File: src/rtl/word_port_target_if.sv
// Local-bus side of the word port: 040-style cycle start from the sizing machine,
// port-size report and termination back to it, and the UU:UM data lanes.
interface word_port_target_if;
   logic        TSn;
   logic        SEL;
   logic        RnW;
   logic [1:0]  SIZ;
   logic [1:0]  A;
   logic        PORTSIZE;
   logic        TACKn;
   logic        TEAn;
   logic        TBIn;
   logic [15:0] D_AMIGA_IN;
   logic [15:0] D_AMIGA_OUT;
   logic        D_AMIGA_OE;

   modport master (
      output TSn, SEL, RnW, SIZ, A, D_AMIGA_IN,
      input  PORTSIZE, TACKn, TEAn, TBIn, D_AMIGA_OUT, D_AMIGA_OE
   );

   modport slave (
      input  TSn, SEL, RnW, SIZ, A, D_AMIGA_IN,
      output PORTSIZE, TACKn, TEAn, TBIn, D_AMIGA_OUT, D_AMIGA_OE
   );
endinterface

File: src/rtl/word_port_target.sv
// Word-port target: turns an owned 040-style cycle into a 68k AS/UDS/LDS/DTACK cycle.
// Define WORD_PORT_TIMEOUT_EN to add bus-error termination when the device never acknowledges.
module word_port_target #(
   parameter int unsigned WAIT_STATES = 2,
   parameter int unsigned TIMEOUT     = 255
) (
   input  logic        CLK40,
   input  logic        RESET,
   word_port_target_if.slave bus,
   output logic        DEV_ASn,
   output logic        DEV_UDSn,
   output logic        DEV_LDSn,
   output logic        DEV_RnW,
   input  logic        DEV_DTACKn,
   input  logic [15:0] DEV_D_IN,
   output logic [15:0] DEV_D_OUT,
   output logic        DEV_D_OE
);

   if (WAIT_STATES > 15 || TIMEOUT < 1 || TIMEOUT > 255) begin : g_bad_params
      $error("word_port_target: WAIT_STATES must be 0-15 and TIMEOUT 1-255");
   end

   localparam logic [3:0] WAIT_LOAD = 4'(WAIT_STATES);

   typedef enum logic [2:0] {
      ST_IDLE,
      ST_STROBE,
      ST_WAIT,
      ST_TERM,
      ST_ERR,
      ST_RECOVER
   } state_t;

   state_t     state;
   logic [3:0] wait_cnt;
   logic       read_cyc;
   logic       line_cyc;
   logic       dtack_meta;
   logic       dtack_sync;
   logic       byte_cyc;
   logic       uds_hit;
   logic       lds_hit;
   logic       dtack_seen;
   logic       unused_a1;

   // A byte cycle picks one lane from A[0]; every wider size uses both lanes.
   assign byte_cyc   = (bus.SIZ == 2'b01);
   assign uds_hit    = !byte_cyc || !bus.A[0];
   assign lds_hit    = !byte_cyc ||  bus.A[0];
   assign dtack_seen = (wait_cnt == 4'd0) && !dtack_sync;
   assign unused_a1  = bus.A[1];

   always_ff @(posedge CLK40 or posedge RESET) begin
      if (RESET) begin
         dtack_meta <= 1'b1;
         dtack_sync <= 1'b1;
      end else begin
         dtack_meta <= DEV_DTACKn;
         dtack_sync <= dtack_meta;
      end
   end

`ifdef WORD_PORT_TIMEOUT_EN
   localparam logic [7:0] TIMEOUT_LAST = 8'(TIMEOUT - 1);
   logic [7:0] to_cnt;
`else
   assign bus.TEAn = 1'b1;
`endif

   // All outputs are registered; strobes go low on the edge that accepts the cycle.
   always_ff @(posedge CLK40 or posedge RESET) begin
      if (RESET) begin
         state           <= ST_IDLE;
         wait_cnt        <= 4'd0;
         read_cyc        <= 1'b1;
         line_cyc        <= 1'b0;
         bus.PORTSIZE    <= 1'b0;
         bus.TACKn       <= 1'b1;
         bus.TBIn        <= 1'b1;
         bus.D_AMIGA_OE  <= 1'b0;
         bus.D_AMIGA_OUT <= 16'h0000;
         DEV_ASn         <= 1'b1;
         DEV_UDSn        <= 1'b1;
         DEV_LDSn        <= 1'b1;
         DEV_RnW         <= 1'b1;
         DEV_D_OUT       <= 16'h0000;
         DEV_D_OE        <= 1'b0;
`ifdef WORD_PORT_TIMEOUT_EN
         bus.TEAn        <= 1'b1;
         to_cnt          <= 8'd0;
`endif
      end else begin
         case (state)
            ST_IDLE: begin
               if (!bus.TSn && bus.SEL) begin
                  read_cyc     <= bus.RnW;
                  line_cyc     <= (bus.SIZ == 2'b11);
                  bus.PORTSIZE <= 1'b1;
                  DEV_ASn      <= 1'b0;
                  DEV_UDSn     <= !uds_hit;
                  DEV_LDSn     <= !lds_hit;
                  DEV_RnW      <= bus.RnW;
                  if (!bus.RnW) begin
                     DEV_D_OUT <= bus.D_AMIGA_IN;
                     DEV_D_OE  <= 1'b1;
                  end
`ifdef WORD_PORT_TIMEOUT_EN
                  to_cnt       <= 8'd0;
`endif
                  state        <= ST_STROBE;
               end
            end

            ST_STROBE: begin
               wait_cnt <= WAIT_LOAD;
`ifdef WORD_PORT_TIMEOUT_EN
               to_cnt   <= to_cnt + 8'd1;
`endif
               state    <= ST_WAIT;
            end

            // A device acknowledge on the same edge as the timeout still wins.
            ST_WAIT: begin
               if (dtack_seen) begin
                  if (read_cyc) begin
                     bus.D_AMIGA_OUT <= DEV_D_IN;
                  end
                  bus.TACKn      <= 1'b0;
                  bus.TBIn       <= !line_cyc;
                  bus.D_AMIGA_OE <= read_cyc;
                  state          <= ST_TERM;
               end
`ifdef WORD_PORT_TIMEOUT_EN
               else if (to_cnt == TIMEOUT_LAST) begin
                  bus.TEAn <= 1'b0;
                  state    <= ST_ERR;
               end
`endif
               else begin
                  if (wait_cnt != 4'd0) begin
                     wait_cnt <= wait_cnt - 4'd1;
                  end
`ifdef WORD_PORT_TIMEOUT_EN
                  to_cnt <= to_cnt + 8'd1;
`endif
               end
            end

            ST_TERM, ST_ERR: begin
               bus.TACKn      <= 1'b1;
               bus.TBIn       <= 1'b1;
               bus.D_AMIGA_OE <= 1'b0;
               bus.PORTSIZE   <= 1'b0;
               DEV_ASn        <= 1'b1;
               DEV_UDSn       <= 1'b1;
               DEV_LDSn       <= 1'b1;
               DEV_RnW        <= 1'b1;
               DEV_D_OE       <= 1'b0;
`ifdef WORD_PORT_TIMEOUT_EN
               bus.TEAn       <= 1'b1;
               to_cnt         <= 8'd0;
`endif
               state          <= ST_RECOVER;
            end

            ST_RECOVER: begin
               if (dtack_sync) begin
                  state <= ST_IDLE;
               end
`ifdef WORD_PORT_TIMEOUT_EN
               else if (to_cnt == TIMEOUT_LAST) begin
                  state <= ST_IDLE;
               end else begin
                  to_cnt <= to_cnt + 8'd1;
               end
`endif
            end

            default: state <= ST_IDLE;
         endcase
      end
   end

endmodule

File: src/flat_wrapper.sv
// flat-port wrapper written by rule: the top's interface ports become plain ports
module word_port_target_flat 
#(
   parameter int unsigned WAIT_STATES = 2,
   parameter int unsigned TIMEOUT     = 255
)
  (CLK40, RESET, DEV_ASn, DEV_UDSn, DEV_LDSn, DEV_RnW, DEV_DTACKn, DEV_D_IN, DEV_D_OUT, DEV_D_OE, bus_TSn, bus_SEL, bus_RnW, bus_SIZ, bus_A, bus_D_AMIGA_IN, bus_PORTSIZE, bus_TACKn, bus_TEAn, bus_TBIn, bus_D_AMIGA_OUT, bus_D_AMIGA_OE);
  word_port_target_if bus_i ();
  input  logic CLK40;
  input  logic RESET;
  output logic DEV_ASn;
  output logic DEV_UDSn;
  output logic DEV_LDSn;
  output logic DEV_RnW;
  input  logic DEV_DTACKn;
  input  logic [15:0] DEV_D_IN;
  output logic [15:0] DEV_D_OUT;
  output logic DEV_D_OE;
  input wire logic [$bits(bus_i.TSn)-1:0] bus_TSn;
  input wire logic [$bits(bus_i.SEL)-1:0] bus_SEL;
  input wire logic [$bits(bus_i.RnW)-1:0] bus_RnW;
  input wire logic [$bits(bus_i.SIZ)-1:0] bus_SIZ;
  input wire logic [$bits(bus_i.A)-1:0] bus_A;
  input wire logic [$bits(bus_i.D_AMIGA_IN)-1:0] bus_D_AMIGA_IN;
  output wire logic [$bits(bus_i.PORTSIZE)-1:0] bus_PORTSIZE;
  output wire logic [$bits(bus_i.TACKn)-1:0] bus_TACKn;
  output wire logic [$bits(bus_i.TEAn)-1:0] bus_TEAn;
  output wire logic [$bits(bus_i.TBIn)-1:0] bus_TBIn;
  output wire logic [$bits(bus_i.D_AMIGA_OUT)-1:0] bus_D_AMIGA_OUT;
  output wire logic [$bits(bus_i.D_AMIGA_OE)-1:0] bus_D_AMIGA_OE;
  assign bus_i.TSn = bus_TSn;
  assign bus_i.SEL = bus_SEL;
  assign bus_i.RnW = bus_RnW;
  assign bus_i.SIZ = bus_SIZ;
  assign bus_i.A = bus_A;
  assign bus_i.D_AMIGA_IN = bus_D_AMIGA_IN;
  assign bus_PORTSIZE = bus_i.PORTSIZE;
  assign bus_TACKn = bus_i.TACKn;
  assign bus_TEAn = bus_i.TEAn;
  assign bus_TBIn = bus_i.TBIn;
  assign bus_D_AMIGA_OUT = bus_i.D_AMIGA_OUT;
  assign bus_D_AMIGA_OE = bus_i.D_AMIGA_OE;
  word_port_target #(.WAIT_STATES(WAIT_STATES), .TIMEOUT(TIMEOUT)) u_core (.CLK40(CLK40), .RESET(RESET), .bus(bus_i), .DEV_ASn(DEV_ASn), .DEV_UDSn(DEV_UDSn), .DEV_LDSn(DEV_LDSn), .DEV_RnW(DEV_RnW), .DEV_DTACKn(DEV_DTACKn), .DEV_D_IN(DEV_D_IN), .DEV_D_OUT(DEV_D_OUT), .DEV_D_OE(DEV_D_OE));
endmodule
File: config.mk
export PLATFORM = sky130hd
export DESIGN_NAME = word_port_target_flat
export DESIGN_NICKNAME = d
export VERILOG_FILES = /design/src/rtl/word_port_target_if.sv /design/src/rtl/word_port_target.sv /design/src/flat_wrapper.sv
export SDC_FILE = /design/constraint.sdc
export NUM_CORES = 1
export LEC_CHECK = 0
export BUFFER_PORTS_ARGS = -buffer_cell sky130_fd_sc_hd__clkbuf_2
export CAP_MARGIN = 10
export CELL_PAD_IN_SITES_DETAIL_PLACEMENT = 0
export CELL_PAD_IN_SITES_GLOBAL_PLACEMENT = 2
export CORE_MARGIN = 2
export CORE_UTILIZATION = 31
export DETAILED_ROUTE_END_ITERATION = 12
export PLACE_DENSITY = 0.84
export REMOVE_ABC_BUFFERS = 1
export SYNTH_ARGS = -nofsm -noshare
export SYNTH_HDL_FRONTEND = slang
export SYNTH_SLANG_ARGS = --single-unit
File: constraint.sdc
create_clock -name CLK40 -period 1.95 [get_ports CLK40]
set_input_delay 0.39 -clock CLK40 [delete_from_list [all_inputs] [get_ports CLK40]]
set_output_delay 0.39 -clock CLK40 [all_outputs]
set_load 0.01 [all_outputs]
==> summary.md <==
| Metric | Value |
|---|---|
| Status | completed |
| WP data required | 2140 ps |
| Cell Pwr Density | 1500 nW/um^2 |
| Placed cells | 350 |
| Starting Density | between 30% and 40% |
| RSZ-0062 raised after global routing | no |
| CTS Buf Count | 5 |
| Post-CTS Resized | 0 |
| Clock skew | 8.60 ps |
| Reg power frac | between 40% and 50% |
| Initial drt markers | 56 |
| Crit path DAT | 1970 ps |
| Gr usage total | between 10% and 20% |
| Worst R2R Start | u_core.wait_cnt[0] |
| H-tree depth | 2 |
| Avg WL per Cell | between 10 and 15 microns |
| Max VDD drop | around 700 uV |
| Tcrit/Tclk final | roughly 91% |
| Root Buffer | clkbuf_8 |
| Hold Fails Final Rpt | 0 |
| Post-Syn Instances | 168 |
| Cells on worst reg2reg path | 6 |
| Number of port buffers | 81 |
| Top_reg_cell synth | dfrtp_1 |
| Area of the core | ~7000 sq um |
| Total Nets Final | between 300 and 400 |
| Ant diodes | 0 |
| Slew Limit Fails | 0 |
| Vias in the first global route | between 1.5k and 2k |
| Post-CTS setup buffers | 0 |
| Slowest-stage cell, CP | dfrtp_1 |
| Setup tns final | 0 ps |
| Fill count | about 730 |
| Max-cap violations | 0 |
| Global-route wire length before repair | 7520 microns |
| Die Width | 89.3 microns |
| Max FO, Critical Path | 17 |
| Most frequent cells in the layout | clkbuf_2, dfrtp_1, mux2_2, mux2_4, dfstp_2 |
| Share of layout cells above drive strength 1 | between 50% and 60% |
| Net Sw Frac | around a third |
| IO Pins | 84 |
| Layout area overhead | 29.9% |
| Worst-path clk slew | roughly 100 ps |
| Clock Power Share | between 10 and 15% |
| Hold Path Class | in2async |
| Seq. cell area | 1310 sq um |
| Avg Cell Area, Syn | between 10 and 15 sq um |
| Num rows | 31 |
| Synthesis Warnings | 0 |
| Routed Antenna Nets | 0 |
| CP cell instances | inv_1 > ha_1 > nor4b_4 > nand4_4 > buf_12 > mux2_4 |
| Non-Filler Instances | 358 |
| Cts hold-fix bufs | 0 |
| RePlAce Congestion | between 0.7 and 0.8 |
| Seq cells post-synth | 52 |
| CTS Buffer Depth | 2 |
| 1st-pass router iterations | 3 |
| Via count | ~1.6k |
| Max Fclk | 562 MHz |
| Final setup fails | 0 |
| Max stage delay on crit path | between 400 and 500 ps |
| Distinct cells, synth | approximately 40 |
| Clk Latency, worst-skew pair | 300 ps |
| Leakage | 0.00142 uW |
| Asr flop ratio synth | 100% |
| # DRC | 0 |
| Reg2reg setup slack | approximately 170 ps |
| Worst r2r dst | u_core.bus.D_AMIGA_OUT[7] |
| Setup CP Type | reg2reg |
| Area of the multi-input gates | 866 sq um |
| Seq/Total Area, Yosys | approximately 58% |
| DP Wirelength | around 3400 microns |
| P_int | between 2000 and 3000 uW |
| CTS tree | yes |
| Net Sw Power | about 1500 uW |
| Post-synthesis cell area | approximately 2300 sq um |
| Post-Route WL | between 4000 and 5000 microns |
| Die Height | a little under 90 microns |
| Most common cell after layout, fill and taps aside | clkbuf_2 |
| Largest net degree at the start of global routing | 33 |
| DR vias/cell | 4.47 |
| Minimum clock period | about 1800 ps |
| Post-synth EDFFs | 0 |
| TritonCTS sink count | 52 |
| Global route overflow | 0 |
| Comb power frac | a little over two fifths |
| Critical path endpoint category | flip-flop |
| Initial antenna violation count | 0 |
| Die Footprint | 7980 sq um |
| Type of origin of the critical path | flip-flop |
how the worst max path moves through the flow:
stage / slack [ps] / from / cells after the start / to
final: 170 / u_core.wait_cnt[0] / 6 / u_core.bus.D_AMIGA_OUT[7]
after global routing: 80 / u_core.wait_cnt[0] / 6 / u_core.bus.D_AMIGA_OUT[7]
after CTS: 160 / u_core.wait_cnt[0] / 6 / u_core.bus.D_AMIGA_OUT[7]
after detailed placement: 170 / u_core.wait_cnt[0] / 6 / u_core.bus.D_AMIGA_OUT[6]
after global placement: 220 / u_core.wait_cnt[0] / 6 / u_core.bus.D_AMIGA_OUT[0]
after floorplan: 120 / u_core.wait_cnt[0] / 5 / u_core.bus.D_AMIGA_OUT[0]
cell usage after synthesis (2+ instances only):
master,n,area (sq um)
a21o_1,2,15.0
a21oi_1,5,25.0
a22oi_1,3,22.5
a31o_2,2,17.5
a32oi_1,3,26.3
buf_2,2,10.0
clkbuf_1,4,15.0
dfrtp_1,43,1080
dfstp_2,9,236
inv_1,9,33.8
mux2_2,24,270
mux2_4,9,135
nand2_1,5,18.8
nand2b_1,2,12.5
nor2_1,6,22.5
nor2b_1,4,25.0
nor3_1,4,20.0
nor4b_1,2,17.5
o21ai_0,6,30.0
o2bb2ai_1,2,17.5
or3b_2,2,17.5
state kept, by name, summed over array words and instances, names as in the netlist:
name / count
u_core.DEV_UDSn: 1
u_core.DEV_D_OUT: 16
u_core.read_cyc: 1
u_core.bus.PORTSIZE: 1
u_core.bus.TBIn: 1
u_core.DEV_RnW: 1
u_core.DEV_LDSn: 1
u_core.DEV_D_OE: 1
u_core.DEV_ASn: 1
u_core.bus.D_AMIGA_OE: 1
u_core.state: 3
u_core.dtack_meta: 1
u_core.wait_cnt: 4
u_core.dtack_sync: 1
u_core.bus.TACKn: 1
u_core.line_cyc: 1
u_core.bus.D_AMIGA_OUT: 16
cells by family (layout without fill, tap and decap cells):
group                      count (synthesis)  count (layout)  synth area share (%)
muxes                                     34              34                  18.4
adders and majority gates                  1               1                 0.555
DFF                                       52              52                  58.2
AOI/OAI and AO/OA                         31              31                  9.76
buffers and inverters                     17             108                  3.44
other                                      1               1                 0.166
and+or+nand+nor                           32              32                  9.48
metal layers:
layer / up-vias / routed length, microns / global-route usage, %
met3: 4 / 289 / 3.51
met1: 781 / 2100 / 16.4
met5: - / 0 / 0
li1: 774 / - / -
met4: 0 / 38 / 2.85
met2: 41 / 2130 / 19.1
critical path: cells and delay by family (launching register included):
kind	cells	cell delay, ps
and+or+nand+nor	2	440
adders and majority gates	1	230
DFF	1	440
buffers and inverters	2	260
muxes	1	300
cell type report:
class / count / area share [%]
Tap cell: 99 / 4.23
Clock buffer: 8 / 3.07
Inverter: 9 / 1.15
Timing Repair Buffer: 91 / 17.2
Sequential cell: 52 / 44.8
Multi-Input combinational cell: 99 / 29.5
metrics by stage:
| step | worst slack [ps] | cell area, sq um | utilization (%) | hold WS [ps] | total power, uW |
|---|---|---|---|---|---|
| after floorplan | 121 | 2210 | - | 345 | 3040 |
| after global placement | 217 | 2840 | 39.8 | 348 | 3770 |
| after detailed placement | 169 | 2840 | 39.8 | 347 | 3810 |
| after CTS | 159 | 2930 | 41.1 | 81.6 | 4450 |
| after global routing | 75.2 | 2930 | 41.1 | 94.6 | 4740 |
| final | 170 | 2930 | 41.1 | 63.5 | 4390 |
power groups by stage:
stage | Sequential, uW | Combinational, uW | Clock [uW]
floorplan | 2150 | 887 | 0
global placement | 1910 | 1860 | 0
detailed placement | 1920 | 1880 | 0
CTS | 1910 | 1890 | 659
global route | 1980 | 2060 | 704
finish | 1900 | 1850 | 635
(Power assumes the default switching activity.)
